$ cat config.mk
export PLATFORM = sky130hd
export DESIGN_NAME = seq_divider
export DESIGN_NICKNAME = d
export VERILOG_FILES = /design/src/rtl/seq_divider.sv
export SDC_FILE = /design/constraint.sdc
export NUM_CORES = 1
export LEC_CHECK = 0
export BUFFER_PORTS_ARGS = -buffer_cell sky130_fd_sc_hd__buf_2
export CORE_AREA = 4 4 155 172
export DETAILED_ROUTE_END_ITERATION = 8
export DIE_AREA = 0 0 159 176
export PLACE_DENSITY = 0.79
export SYNTH_ARGS = -nofsm -noshare
export SYNTH_HDL_FRONTEND = slang
export SYNTH_SLANG_ARGS = --single-unit
$ cat constraint.sdc
create_clock -name clk -period 2.8 [get_ports clk]
set_input_delay 0.14 -clock clk [delete_from_list [all_inputs] [get_ports clk]]
set_output_delay 0.14 -clock clk [all_outputs]
set_load 0.01 [all_outputs]
$ cat src/rtl/seq_divider.sv
`default_nettype none
// ============================================================================
//  Module   : seq_divider
//  Purpose  : Iterative signed integer divider (restoring algorithm, one
//             quotient bit per clock) with a start/done handshake. Flags use
//             the same 3-bit layout as the ALU: {negative, overflow, zero}.
//  Revision : 1.0 - initial release
//
//  Ports
//    clk    in   1      rising-edge clock
//    rst_n  in   1      asynchronous active-low reset
//    start  in   1      request, sampled only in IDLE
//    a      in   WIDTH  signed dividend
//    b      in   WIDTH  signed divisor
//    busy   out  1      high while the divide is in progress (CALC/FIX)
//    done   out  1      one-cycle pulse, q/r/d valid
//    q      out  WIDTH  signed quotient (truncated toward zero)
//    r      out  WIDTH  signed remainder (sign follows dividend)
//    d      out  3      {negative, overflow, zero}
//
//  Optional build macro
//    DIV_EARLY_TERM_EN : when |a| < |b| the result (q=0, r=a) is produced
//                        straight from IDLE, done one cycle after acceptance.
// ============================================================================
module seq_divider #(
    parameter int WIDTH = 32
) (
    input  logic             clk,
    input  logic             rst_n,
    input  logic             start,
    input  logic [WIDTH-1:0] a,
    input  logic [WIDTH-1:0] b,
    output logic             busy,
    output logic             done,
    output logic [WIDTH-1:0] q,
    output logic [WIDTH-1:0] r,
    output logic [2:0]       d
);

    localparam int CW = $clog2(WIDTH);
    localparam logic [WIDTH-1:0] MOST_NEG = {1'b1, {(WIDTH-1){1'b0}}};

    typedef enum logic [1:0] {
        IDLE = 2'd0,
        CALC = 2'd1,
        FIX  = 2'd2,
        DONE = 2'd3
    } state_t;

    state_t state, state_nxt;

    // Working registers
    logic [WIDTH-1:0] rem;      // partial remainder (magnitude)
    logic [WIDTH-1:0] quo;      // dividend magnitude shifting out, quotient bits shifting in
    logic [WIDTH-1:0] b_abs;
    logic             neg_q;
    logic             neg_r;
    logic             ovf;
    logic [CW-1:0]    cnt;

    // Operand magnitudes; the most-negative value maps onto itself, which is
    // the correct unsigned magnitude.
    logic [WIDTH-1:0] a_mag;
    logic [WIDTH-1:0] b_mag;
    logic             b_zero;
    logic             early;

    assign a_mag  = a[WIDTH-1] ? ('0 - a) : a;
    assign b_mag  = b[WIDTH-1] ? ('0 - b) : b;
    assign b_zero = (b == '0);

`ifdef DIV_EARLY_TERM_EN
    assign early = (a_mag < b_mag);
`else
    assign early = 1'b0;
`endif

    // One restoring step. The shifted remainder needs WIDTH+1 bits, but when
    // the subtraction succeeds the result is below |b| so WIDTH bits suffice.
    logic [WIDTH:0]   sh;
    logic             ge;
    logic [WIDTH-1:0] rem_nxt;

    assign sh      = {rem, quo[WIDTH-1]};
    assign ge      = (sh >= {1'b0, b_abs});
    assign rem_nxt = ge ? (sh[WIDTH-1:0] - b_abs) : sh[WIDTH-1:0];

    // Final sign correction
    logic [WIDTH-1:0] q_fix;
    logic [WIDTH-1:0] r_fix;

    assign q_fix = neg_q ? ('0 - quo) : quo;
    assign r_fix = neg_r ? ('0 - rem) : rem;

    // ------------------------------------------------------------------
    // State register
    // ------------------------------------------------------------------
    always_ff @(posedge clk or negedge rst_n) begin
        if (!rst_n) begin
            state <= IDLE;
        end else begin
            state <= state_nxt;
        end
    end

    // ------------------------------------------------------------------
    // Next state and handshake outputs
    // ------------------------------------------------------------------
    always_comb begin
        state_nxt = state;
        busy      = 1'b0;
        done      = 1'b0;
        case (state)
            IDLE: begin
                if (start) begin
                    if (b_zero || early) begin
                        state_nxt = DONE;
                    end else begin
                        state_nxt = CALC;
                    end
                end
            end
            CALC: begin
                busy = 1'b1;
                if (cnt == '0) begin
                    state_nxt = FIX;
                end
            end
            FIX: begin
                busy      = 1'b1;
                state_nxt = DONE;
            end
            DONE: begin
                done      = 1'b1;
                state_nxt = IDLE;
            end
            default: state_nxt = IDLE;
        endcase
    end

    // ------------------------------------------------------------------
    // Datapath and result registers
    // ------------------------------------------------------------------
    always_ff @(posedge clk or negedge rst_n) begin
        if (!rst_n) begin
            rem   <= '0;
            quo   <= '0;
            b_abs <= '0;
            neg_q <= 1'b0;
            neg_r <= 1'b0;
            ovf   <= 1'b0;
            cnt   <= '0;
            q     <= '0;
            r     <= '0;
            d     <= 3'b000;
        end else begin
            case (state)
                IDLE: begin
                    if (start) begin
                        rem   <= '0;
                        quo   <= a_mag;
                        b_abs <= b_mag;
                        neg_q <= a[WIDTH-1] ^ b[WIDTH-1];
                        neg_r <= a[WIDTH-1];
                        ovf   <= (a == MOST_NEG) && (b == '1);
                        cnt   <= CW'(WIDTH - 1);
                        // Short paths publish their result right away
                        if (b_zero) begin
                            q <= '1;
                            r <= a;
                            d <= 3'b110;
                        end else if (early) begin
                            q <= '0;
                            r <= a;
                            d <= 3'b001;
                        end
                    end
                end
                CALC: begin
                    rem <= rem_nxt;
                    quo <= {quo[WIDTH-2:0], ge};
                    cnt <= cnt - CW'(1);
                end
                FIX: begin
                    q <= q_fix;
                    r <= r_fix;
                    d <= {q_fix[WIDTH-1], ovf, (q_fix == '0)};
                end
                default: ;
            endcase
        end
    end

endmodule
`default_nettype wire

==> Word-level counts from Yosys, hierarchy flattened <==
Index checks and enable logic that the tools add are counted.
Widths: inputs -> output; s select.
{ "op_classes": {"addsub": 6, "mul": 0, "div_mod_pow": 0, "n_lt_le_gt_ge": 1, "eq_ne": 8, "shifts": 0, "muxes": 26, "bitwise_logic": 1, "n_reduce_logical": 12} }
{ "op_table": {"columns": ["cell", "count"], "rows": [
  ["$mux 32", 11],
  ["$pmux 32 s2", 4],
  ["$sub 1x32->32 const A", 4],
  ["$eq 32x32->1 const B", 2],
  ["$logic_not 32->1", 2],
  ["$ge 33x32->1", 1],
  ["$sub 32x32->32", 1],
  ["$pmux 5 s2", 1],
  ["$pmux 2 s4", 1],
  ["$mux 2", 3],
  ["$mux 3", 2],
  ["$ne 2x2->1 const B", 3],
  ["$pmux 3 s2", 1],
  ["$reduce_and 2->1", 3],
  ["$logic_not 5->1", 1],
  ["$mux 5", 1],
  ["$sub 5x1->5 const B", 1],
  ["$eq 2x2->1 const B", 2],
  ["$reduce_bool 2->1", 2],
  ["$reduce_and 3->1", 1],
  ["$eq 2x1->1 const B", 1],
  ["$logic_not 2->1", 1],
  ["$mux 1", 2],
  ["$reduce_or 2->1", 1],
  ["2 further kinds", 2]
]} }
{ "word_totals": {"reg_bits": 173, "latch_bits": 0, "mem_bits_rw": 0, "rom_bits": 0, "word_cells": 65, "n_memories": 0} }

==> Longest topological paths before layout <==
{ "logic_depth": {"depth_word": 4, "depth_mapped": 12, "depth_no_buf": 12} }

==> Least setup slack after synthesis <==
OpenSTA, ideal clock, no wires.
{ "synth_path": {"path_type": "register to register", "from": "register rem[15]", "to": "register rem[10]", "setup_ns": 0.133, "arrival_time_ns": 2.942, "setup_slack_ns": -0.275, "stages_incl_launch_ff": 12, "path_buffers": 2, "synth_period_minus_slack_ns": 3.075, "path_cell_list": "dfrtp_1 ha_1 clkbuf_1 a21o_1 nor2b_1 a2111o_1 a311oi_1 o21bai_1 nand2_1 buf_2 mux2i_1 o21ai_0"} }
{ "synth_between": {"elab_chain_len": 3} }
{ "synth_lines": {"columns": ["item", "line_no", "text"], "rows": [
  ["from (decl)", "53", "logic [WIDTH-1:0] rem;"],
  ["from (signal assigned)", "180", "rem <= rem_nxt;"],
  ["$ge 33x32->1", "85", "assign ge = (sh >= {1'b0, b_abs});"],
  ["$mux 32", "86", "assign rem_nxt = ge ? (sh[WIDTH-1:0] - b_abs) : sh[WIDTH-1:0];"],
  ["$pmux 32 s2", "157", "case (state)"]
]} }
Every way passes these cells.
A chain may end at the register's enable or synchronous reset.

==> Worst setup path after layout <==
{ "layout_path": {"from": "register quo[10]", "to": "register d[0]"} }
{ "layout_between": {"elab_chain_len": 4} }
{ "layout_lines": {"columns": ["item", "line_no", "text"], "rows": [
  ["from (decl)", "54", "logic [WIDTH-1:0] quo;"],
  ["from (signal assigned)", "161", "quo <= a_mag;"],
  ["from (signal assigned)", "181", "quo <= {quo[WIDTH-2:0], ge};"],
  ["$sub 1x32->32", "92", "assign q_fix = neg_q ? ('0 - quo) : quo;"],
  ["$mux 32 (*)", "92", null],
  ["$logic_not 32->1 (*)", "187", "d <= {q_fix[WIDTH-1], ovf, (q_fix == '0)};"],
  ["$pmux 3 s2 (*)", "157", null],
  ["to (signal assigned)", "187", null],
  ["to (decl)", "37", "output logic [2:0] d"]
]} }
Every way passes the cells marked *; elsewhere a longest branch is shown, timed or not.

==> impl_metrics.tcl <==
set metrics [dict create \
    multiInputGateArea_um2 7610 \
    finalHoldViolCount 0 \
    path_class "reg2reg" \
    fin_nets 1839 \
    post_drt_wl_per_cell_um 17.9 \
    antenna_cells 0 \
    cts_root_buffer "clkbuf_16" \
    die_h_um 176 \
    synth_top_area_frac 0.351 \
    start_kind "flop" \
    hold_class "in2reg" \
    avgSynthCellArea_um2 8.30 \
    slew_violations 0 \
    seqCellArea_um2 4310 \
    ys_ff_latch 172 \
    fmax_mhz 337 \
    cts.clk_slew.worst_paths_ns 0.08 \
    synth.net_count 1588 \
    ir_drop_v 0.000507 \
    synthCells 1476 \
    worstMarginPinSlew_ns 1.07 \
    start_util 0.491 \
    port_buffers 135 \
    gp_congestion 0.959 \
    drive_gt1_frac 0.248 \
    core_um2 25000 \
    yosysWarnings 0 \
    cts_tree "built" \
    die_area_um2 28000 \
    grt_start_max_net_pins 107 \
    end_kind "flop" \
    violations "negative setup slack" \
    htreeDepth 4 \
    status "finished, violations left" \
    synth.area.top_cells "dfrtp_1, o21ai_0, xor2_1, nand2_1, ha_1" \
    setup-violations-final 1 \
    grt_pass1_vias 11700 \
    drc 0 \
    dr.pass1.iters 5 \
    dr.first_iter.drc_count 1062 \
    final_cell_mix "nand2_1, buf_4, o21ai_0" \
    path_max_fanout 6 \
    yosys.area.top_type "dfrtp_1" \
    arrival_ns 3.33 \
    hpwl_um 28400 \
    worstPathRequired_ns 3.15 \
    fin_skew_ns 0.0138 \
    cts_inserted_buffers 17 \
    grt.total_usage 0.258 \
    ys_seq_area_frac 0.351 \
    grt_overflow 0 \
    grt_first_pass_wirelength_um 59300 \
    routed_via_density 5.87 \
    period_needed_ns 2.97 \
    antenna_found_initial 0 \
    synth_edf_count 0 \
    final_common_cell "nand2_1" \
    num-fill-cells 2151 \
    slew_headroom 0.288 \
    rows 61 \
    fin_crit_sh 1.06 \
    syn_area_um2 12200 \
    ant_nets 0 \
    synthFlopType "dfrtp_1" \
    vias 12100 \
    place_worst_setup_slack_ns -0.404 \
    clock_sinks 172 \
    cts_buffer_depth 2 \
    power_density_nw_per_um2 1280 \
    routed_wl_um 36800 \
    rsz0062_at_grt "yes" \
    yosysUniqueCellTypes 77 \
    die_x_um 159 \
    maxCapViolCount 0 \
    pin_count 136 \
    hold_ws_ns 0.0161 \
    async_flop_share 1.00 \
    setup_slack_ns -0.171 \
    clk-insertion-delay-late_ns 0.44 \
    power_uw 19600 \
    syn2layout_area_growth_pct 25.1 \
    p_leak_uw 0.00671 \
]
-- sequential cells by signal, indices dropped and copies added (netlist names) --
name / count
b_abs: 32
cnt: 5
d: 2
neg_q: 1
neg_r: 1
ovf: 1
q: 32
quo: 32
r: 32
rem: 32
state: 2
-- logic make-up after synthesis --
group,share of synthesized area
AOI/OAI and AO/OA,0.228
DFF,0.351
adders and majority gates,0.0466
and+or+nand+nor,0.185
muxes,0.0322
xor gates and xnor gates,0.103
buffers and inverters,0.0538
-- cell type report --
| cell class | instances | share of cell area |
|---|---|---|
| Clock inverter | 15 | 0.00947 |
| Multi-Input combinational cell | 1151 | 0.497 |
| Sequential cell | 172 | 0.281 |
| Clock buffer | 17 | 0.0278 |
| Inverter | 59 | 0.0145 |
| Tap cell | 315 | 0.0257 |
| Timing Repair Buffer | 326 | 0.145 |
-- per-layer routing --
layer  GRT usage  part of all wire  vias to the layer above
li1            -                 -                     5825
met1       0.322              0.42                     5716
met2       0.442              0.48                      417
met3      0.0378             0.052                      102
met4       0.123             0.044                        0
met5           0                 0                        -
-- cells in the mapped netlist (19+ instances only) --
master / count
a21oi_1: 68
a31oi_1: 37
clkbuf_1: 74
dfrtp_1: 172
ha_1: 44
inv_1: 59
mux2i_1: 36
nand2_1: 198
nand2b_1: 19
nor2_1: 98
nor3_1: 20
o21ai_0: 194
o31ai_1: 35
o41ai_1: 19
xnor2_1: 43
xor2_1: 101
-- per-stage QoR --
step                      instance area (um^2)   util  setup TNS [ns]  instances
after global placement                   14400  0.577          -0.413       2015
after detailed placement                 14400  0.577           -1.28       2015
after CTS                                15100  0.603          -0.168       2053
after global routing                     15300  0.614           -1.25       2055
after floorplan                          12300      -          -0.149       1476
final                                    15300  0.614          -0.171       2055
-- worst max-delay path, cell delays in order, from the launching register on --
cell and delay [ns]:
dfrtp_1 0.39, or4_4 0.55, or4_4 0.47, or3_4 0.42
o41a_1 0.39, mux2i_1 0.19, and3_1 0.19, nand4_1 0.11
o31ai_2 0.18
-- timing repair --
action,in CTS,in global routing
pin swaps,5,19
setup endpoints to repair,12,46
buffers inserted,5,3
hold buffers,1,0
resized for setup,14,60
hold endpoints to repair,48,0
cloned,0,1
-- where the power goes --
| group | internal [uW] | switching, uW | total [uW] |
|---|---|---|---|
| Clock | 1190 | 1150 | 2340 |
| Sequential | 3530 | 786 | 4310 |
| Combinational | 5590 | 7330 | 12900 |
-- final timing paths --
path	end	cells past startpoint	startpoint	slack (ns)
worst max-delay path	d[0]	8	quo[10]	-0.17
worst min-delay path	r[9]	3	a[9]	0.02
worst max register to register	d[0]	8	quo[10]	-0.17
worst min register to register	r[26]	2	r[26]	0.48
max in group asynchronous	rem[13]	3	rst_n	1.64
min in group asynchronous	quo[22]	2	rst_n	0.21
No activity file was read; power rests on OpenSTA's default activity.
